**src/rtl/nonrestoring_divider.sv**
```systemverilog
// Iterative radix-2 non-restoring divider: one quotient bit per enabled cycle,
// DIV/DIVU/REM/REMU semantics including divide-by-zero and signed overflow.
package nonrestoring_divider_pkg;
  typedef enum logic {FREE = 1'b0, BUSY = 1'b1} fu_state_e;
endpackage

module nonrestoring_divider
  import nonrestoring_divider_pkg::*;
#(
  parameter int XLEN = 32
) (
  input  logic            clk_i,
  input  logic            rst_n_i,
  input  logic            clk_en_i,
  input  logic            start_i,
  input  logic            signed_i,
  input  logic [XLEN-1:0] dividend_i,
  input  logic [XLEN-1:0] divisor_i,
  output logic [XLEN-1:0] quotient_o,
  output logic [XLEN-1:0] remainder_o,
  output logic            valid_o,
  output fu_state_e       fu_state_o
);

  localparam int CNT_W = $clog2(XLEN);
  localparam logic [CNT_W-1:0] CNT_LAST = CNT_W'(XLEN - 1);
  localparam logic [XLEN-1:0] MIN_NEG = {1'b1, {(XLEN-1){1'b0}}};

  typedef enum logic [1:0] {IDLE, DIVIDE, RESTORE} state_e;

  state_e                  state_q, state_d;
  logic [CNT_W-1:0]        cnt_q, cnt_d;
  logic [XLEN-1:0]         quotient_q, quotient_d;
  logic [XLEN-1:0]         remainder_q, remainder_d;
  logic                    valid_q, valid_d;

  logic signed [XLEN:0]    rem_q, rem_d;
  logic [XLEN-1:0]         quo_q, quo_d;
  logic [XLEN-1:0]         dvs_q, dvs_d;
  logic                    neg_quo_q, neg_quo_d;
  logic                    neg_rem_q, neg_rem_d;
  logic                    special_q, special_d;

  logic                    div_zero, sgn_ovf;
  logic signed [XLEN:0]    dvs_ext, shifted, step, fixed;

  function automatic logic [XLEN-1:0] cond_neg(input logic [XLEN-1:0] v, input logic neg);
    return neg ? -v : v;
  endfunction

  always_comb begin
    state_d     = state_q;
    cnt_d       = cnt_q;
    quotient_d  = quotient_q;
    remainder_d = remainder_q;
    valid_d     = 1'b0;
    rem_d       = rem_q;
    quo_d       = quo_q;
    dvs_d       = dvs_q;
    neg_quo_d   = neg_quo_q;
    neg_rem_d   = neg_rem_q;
    special_d   = special_q;

    div_zero = (divisor_i == '0);
    sgn_ovf  = signed_i && (dividend_i == MIN_NEG) && (&divisor_i);

    // Partial remainder may transiently wrap; the post-add/sub value always fits.
    dvs_ext = {1'b0, dvs_q};
    shifted = {rem_q[XLEN-1:0], quo_q[XLEN-1]};
    step    = rem_q[XLEN] ? (shifted + dvs_ext) : (shifted - dvs_ext);
    fixed   = step[XLEN] ? (step + dvs_ext) : step;

    unique case (state_q)
      IDLE: begin
        if (start_i) begin
          neg_quo_d = signed_i && (dividend_i[XLEN-1] ^ divisor_i[XLEN-1]);
          neg_rem_d = signed_i && dividend_i[XLEN-1];
          cnt_d     = '0;
          if (div_zero) begin
            quo_d     = '1;
            rem_d     = {1'b0, dividend_i};
            special_d = 1'b1;
            state_d   = RESTORE;
          end else if (sgn_ovf) begin
            quo_d     = MIN_NEG;
            rem_d     = '0;
            special_d = 1'b1;
            state_d   = RESTORE;
          end else begin
            quo_d     = cond_neg(dividend_i, signed_i && dividend_i[XLEN-1]);
            dvs_d     = cond_neg(divisor_i, signed_i && divisor_i[XLEN-1]);
            rem_d     = '0;
            special_d = 1'b0;
            state_d   = DIVIDE;
          end
        end
      end
      DIVIDE: begin
        quo_d = {quo_q[XLEN-2:0], ~step[XLEN]};
        cnt_d = cnt_q + 1'b1;
        if (cnt_q == CNT_LAST) begin
          rem_d   = fixed;
          state_d = RESTORE;
        end else begin
          rem_d = step;
        end
      end
      RESTORE: begin
        if (special_q) begin
          quotient_d  = quo_q;
          remainder_d = rem_q[XLEN-1:0];
        end else begin
          quotient_d  = cond_neg(quo_q, neg_quo_q);
          remainder_d = cond_neg(rem_q[XLEN-1:0], neg_rem_q);
        end
        valid_d = 1'b1;
        state_d = IDLE;
      end
      default: state_d = IDLE;
    endcase
  end

  always_ff @(posedge clk_i or negedge rst_n_i) begin
    if (!rst_n_i) begin
      state_q     <= IDLE;
      cnt_q       <= '0;
      quotient_q  <= '0;
      remainder_q <= '0;
      valid_q     <= 1'b0;
    end else if (clk_en_i) begin
      state_q     <= state_d;
      cnt_q       <= cnt_d;
      quotient_q  <= quotient_d;
      remainder_q <= remainder_d;
      valid_q     <= valid_d;
    end
  end

  // Working datapath is fully reloaded on every accepted start, so it needs no reset.
  always_ff @(posedge clk_i) begin
    if (clk_en_i) begin
      rem_q     <= rem_d;
      quo_q     <= quo_d;
      dvs_q     <= dvs_d;
      neg_quo_q <= neg_quo_d;
      neg_rem_q <= neg_rem_d;
      special_q <= special_d;
    end
  end

  assign quotient_o  = quotient_q;
  assign remainder_o = remainder_q;
  assign valid_o     = valid_q;
  assign fu_state_o  = (state_q == IDLE) ? FREE : BUSY;

endmodule

```
**config.mk**
```make
export PLATFORM = sky130hd
export DESIGN_NAME = nonrestoring_divider
export DESIGN_NICKNAME = d
export VERILOG_FILES = /design/src/rtl/nonrestoring_divider.sv
export SDC_FILE = /design/constraint.sdc
export NUM_CORES = 1
export LEC_CHECK = 0
export BUFFER_PORTS_ARGS = -buffer_cell sky130_fd_sc_hd__buf_2
export CAP_MARGIN = 25
export CORE_MARGIN = 3
export CORE_UTILIZATION = 28
export CTS_CLUSTER_DIAMETER = 40
export CTS_CLUSTER_SIZE = 8
export DETAILED_ROUTE_END_ITERATION = 10
export PLACE_DENSITY = 0.46
export SLEW_MARGIN = 20
export SYNTH_ARGS = -nofsm -noshare
export SYNTH_HDL_FRONTEND = slang
export SYNTH_SLANG_ARGS = --single-unit
```
**constraint.sdc**
```tcl
create_clock -name clk_i -period 12.15 [get_ports clk_i]
set_input_delay 1.215 -clock clk_i [delete_from_list [all_inputs] [get_ports clk_i]]
set_output_delay 1.215 -clock clk_i [all_outputs]
set_load 0.03 [all_outputs]
```
**After elaboration in Yosys (flattened, before gate mapping)**

Index checks and enable logic that the tools add are counted.

- Bits in registers: 172
- Bits in latches: 0
- Memory bits (writable): 0
- Memory bits (read-only): 0
- Bits of input ports: 69
- Logic and storage cells: 69
- Memories kept: 0

- $add $sub $neg: 8
- Multiply operators: 0
- Divide/modulo/power cells: 0
- Magnitude comparators: 0
- Eq/ne operators: 6
- Shift operators: 0
- Multiplexer cells: 26
- Bitwise gates (word level): 4
- Reductions and logical operators: 14

Operator list:

| kind | count |
|---|---|
| 32-bit two-way mux | 10 |
| 33-bit two-way mux | 4 |
| 32-bit negation | 4 |
| 33-bit adder | 2 |
| 33-bit case mux with 2 select lines | 1 |
| 32-bit case mux with 2 select lines | 1 |
| 33-bit subtractor | 1 |
| 32-bit == test (second input constant) | 1 |
| 32-bit logical NOT | 1 |
| 32-bit AND reduction | 1 |
| 5-bit case mux with 2 select lines | 1 |
| 3-bit AND reduction | 3 |
| 2-bit two-way mux | 4 |
| 5-bit by 1-bit adder with 5-bit output (second input constant) | 1 |
| 5-bit == test (second input constant) | 1 |
| 1-bit logical AND | 5 |
| 5-bit two-way mux | 1 |
| 5-bit AND reduction | 1 |
| 2-bit != test (second input constant) | 2 |
| 2-bit case mux with 2 select lines | 1 |
| 1-bit two-way mux | 3 |
| 1-bit inverter | 3 |
| 2-bit by 1-bit == test with 1-bit output (second input constant) | 1 |
| 2-bit == test (second input constant) | 1 |
| 4 further kinds | 4 |

**Longest topological paths before layout**

- Word-level depth: 7
- Mapped depth: 24
- Gate-level depth less buffers: 24

**Worst setup path before layout**

No wires, ideal clock.

- Kind: reg-to-reg
- Start point: register dvs_q[1]
- End point: register rem_q[31], data pin
- Arrival time: 4.935 ns
- Required time: 12.015 ns
- Setup slack: 7.080 ns
- Cell stages (with the launch flop): 23
- Buffers on the path: 0
- Period minus slack after synthesis: 5.070 ns
- Cell sequence: edfxtp_1 -> inv_1 -> ha_1 -> nor3b_1 -> a21oi_1 -> xor2_1 -> ha_1 -> a21o_1 -> a211oi_1 -> a21oi_1 -> or3_1 -> a21oi_1 -> o21ai_0 -> xor2_1 -> ha_1 -> a21oi_1 -> o21a_1 -> o41ai_1 -> a21oi_1 -> o31ai_1 -> a31oi_1 -> or4_1 -> nand3_1

- Cells in the longest elaborated chain, start to end: 6

RTL lines:

| what | RTL line | text |
|---|---|---|
| from (decl) | 39 | `logic [XLEN-1:0] dvs_q, dvs_d;` |
| from (signal assigned) | 144 | `dvs_q <= dvs_d;` |
| 33-bit subtractor / 33-bit adder (equally long branches) | 70 | `step = rem_q[XLEN] ? (shifted + dvs_ext) : (shifted - dvs_ext);` |
| 33-bit two-way mux | 70 |  |
| 33-bit adder | 71 | `fixed = step[XLEN] ? (step + dvs_ext) : step;` |
| 33-bit two-way mux | 71 |  |
| 33-bit two-way mux * | 101 | `if (cnt_q == CNT_LAST) begin` |
| 33-bit case mux with 2 select lines * | 73 | `unique case (state_q)` |
| via rem_d[31] | 37 | `logic signed [XLEN:0] rem_q, rem_d;` |
| to (signal assigned) | 142 | `rem_q <= rem_d;` |
| to (decl) | 37 |  |

Mark *: on every way through the listed nets, which the timed path passes. The rest lies on a longest branch.
A chain may end at the register's enable or synchronous reset.

**Worst setup path after layout**

Same ends and word-level chain as after synthesis.

==> impl_metrics.ini <==
[status]
status = complete, no violations

[synthesis]
synth_area_um2 = 13500
synth-seq-area-share_pct = 35.7
synthTopCellsByArea = edfxtp_1, dfrtp_1, xnor2_1
synth.top_cell.area_share_pct = 22.3
ys_ff_latch = 172
yosys.area.top_type = edfxtp_1
synth_edf_count = 100
syn_inst = 1572
synth.avg_cell_area_um2 = 8.57
synthArstFlopShare_pct = 41.9
ys_types = 69
syn_nets = 1717
ys.flop_type = edfxtp_1
yosysWarnings = 0

[drt]
drc = 0
drtIter0Drc = 1003
routed_via_density = 5.25
postRouteAntennaNets = 0
via_count = 12100
routedWlPerCell_um = 20.3
first_pass_iters = 5
wirelength_mm = 46.7

[global_routing]
antenna_found_initial = 1
grt-ovfl-total = 0
grt_pass1_vias = 11500
grt_max_degree = 130
grt_usage_pct = 18.2
grt_first_pass_wirelength_mm = 70.6

[power_and_ir_drop]
ir_drop_uv = 138
p_int_mw = 2.61
p_comb_share_pct = 71.7
pwr-share-seq_pct = 17.8
power_frac_clock_pct = 10.5
p_per_area_nw_per_um2 = 351
netSwitchingFraction_pct = 51.7
netSwitchingPower_mw = 2.80
cellLeakagePower_nw = 6.28
power_mw = 5.41

[clocking]
htree_num_levels = 4
cts_sinks = 172
insertion_delay_ns = 0.46
cts_hold_buf = 0
cts_tree = built
cts.root.buffer_cell = clkbuf_16
clk_path_buf_depth = 2
numCtsBuffers = 17
cts_setup_buffers = 0
cts.repair.resized = 0
clk_pin_slew_ns = 0.08

[timing]
finalMaxSlewViolations = 0
clock_skew_ns = 0.0124
fin_tns_setup_ns = 0
hold_viol = 0
fin_crit_sh_pct = 50.0
max_freq_ghz = 0.165
whs_ns = 0.472
min_period_ns = 6.07
slew_headroom_pct = 34.4
rsz0062_at_grt = no
worst_pin_slew_ns = 0.983
setup_viol = 0

[die]
die_h_um = 225
coreArea_um2 = 47100
row_count = 79
start_util_pct = 28.6
die_area_um2 = 50800
dieWidth_um = 225
io_pins = 135

[worst_setup_path]
setup.worst_path.class = reg2reg
cp_cell_sequence = inv_1 > ha_1 > nor3b_1 > and2_1 > nor2_1 > xnor2_1 > ha_1 > a21oi_1 > o21ai_0 > o31a_1 > a211oi_1 > o21ai_0 > a21o_1 > xor2_1 > ha_1 > nor3_1 > o21a_1 > o41ai_1 > a21oi_1 > o31ai_1 > a31oi_1 > or4_1 > nand3_1
crit_family = compound AO/OA/AOI/OAI gates
worst_setup_path_start_kind = flip-flop
cp_max_fo = 5
slowest_delay_ns = 0.48
critPathArrivalTime_ns = 6.40
crit_top_cell = ha_1
cp.required_ns = 12.48
cp_slowest_cell = edfxtp_1
crit_buf_inv = 1
end_kind = flip-flop

[layout]
area_growth_pct = 14.6
post-route-util_pct = 32.8
nets = 1829
diodes = 0
drive_gt1_share_pct = 11.8
fillers = 5022

[flow_run]
maxCapViolCount = 0

[min_path]
hold_class = reg2reg

[place]
place_hpwl_mm = 37.5
io_buffers = 134
gp_congestion = 0.923
-- worst min-delay path, cell delays in order (launching register included) --
cell,delay (ns)
dfrtp_1,0.34
nand2_1,0.04
o21ai_0,0.06
-- logic make-up (layout without fill, tap and decap cells) --
logic type,count (synthesis),count (layout),synth area share [%]
mux,24,24,1.80
buf+inv,87,212,2.59
xor+xnor,208,208,13.6
flops,172,172,35.7
simple gates,538,538,18.8
fa+ha+maj,76,76,7.17
compound gates,467,467,20.4
-- layout make-up --
cell class,instances,area [µm²],share of cell area [%]
multi-input combinational,1313,8340,54.1
sequential,172,4800,31.1
timing repair buffer,147,802,5.20
tap,607,759,4.92
clock buffer,21,503,3.26
inverter,33,124,0.803
clock inverter,11,93.8,0.608
-- registers in the layout, summed over array words and instances, names as in the netlist --
register / count
remainder_o: 32
rem_q: 33
quo_q: 32
cnt_q: 5
special_q: 1
dvs_q: 32
neg_rem_q: 1
valid_o: 1
state_q: 2
neg_quo_q: 1
quotient_o: 32
-- per-stage QoR --
step,setup WS [ns],std cells,instance area (µm²)
after global routing,5.53,2304,15400
final,6.08,2304,15400
after floorplan,7.08,1572,13500
after detailed placement,6.13,2270,14800
after CTS,6.11,2302,15400
after global placement,6.21,2268,14800
-- final timing paths --
kind / from / end / slack, ns / cells after the start
min in group asynchronous: rst_n_i / remainder_o[6] / 0.65 / 1
max reg2reg: dvs_q[1] / rem_q[31] / 6.08 / 23
min: quotient_o[8] / quotient_o[8] / 0.47 / 2
max: dvs_q[1] / rem_q[31] / 6.08 / 23
max in group asynchronous: rst_n_i / quotient_o[28] / 10.90 / 2
min reg2reg: quotient_o[8] / quotient_o[8] / 0.47 / 2
-- metal layers --
metal  track usage [%]  share of wire (%)  vias to the layer above
met2              27.6                 43                      322
met4              4.53                1.7                        0
li1                  -                  -                     5928
met1              26.6                 49                     5799
met5                 0                  0                        -
met3              3.61                5.7                       43
-- cell usage after synthesis (3+ instances only) --
cell type,n
o21a_1,10
ha_1,74
dfrtp_1,72
a21boi_0,6
edfxtp_1,100
buf_1,3
a211oi_1,5
nor2_1,157
or3_1,13
nor3b_1,6
o21ai_0,144
xnor2_1,106
o31ai_1,15
buf_2,6
a21o_1,34
nand4b_1,4
a21oi_1,177
clkbuf_1,42
or4_1,10
o31a_1,4
a32oi_1,3
inv_1,33
o21bai_1,9
nand2b_1,15
nor3_1,36
and3_1,14
a41oi_1,3
mux2i_1,22
xor2_1,101
a31oi_1,16
o211ai_1,6
nand3_1,25
nor4_1,19
nand4_1,16
and4_1,3
and2_1,8
nand2_1,183
o41ai_1,15
nor2b_1,14
-- power groups by stage --
stage / clock [mW] / sequential (mW) / combinational (mW)
2_1_floorplan: 0 / 0.889 / 2.83
3_3_place_gp: 0 / 0.973 / 3.80
3_5_place_dp: 0 / 0.973 / 3.80
4_1_cts: 0.585 / 0.961 / 3.81
5_1_grt: 0.607 / 0.975 / 4.29
6_report: 0.569 / 0.965 / 3.88
-- cell usage in the layout (no fill, tap or decap), types with 15 or more instances in the layout --
cell type,n
xor2_1,101
nand4_1,16
nor3_1,35
nor2_1,156
o41ai_1,15
buf_2,133
edfxtp_1,100
a31oi_1,16
nand3_1,24
a21o_1,34
dfrtp_1,72
o21ai_0,144
clkbuf_16,19
ha_1,74
xnor2_1,106
nand2_1,183
nor4_1,18
a21oi_1,177
mux2i_1,22
o31ai_1,15
inv_1,32
No activity file was read; power rests on OpenSTA's default activity.
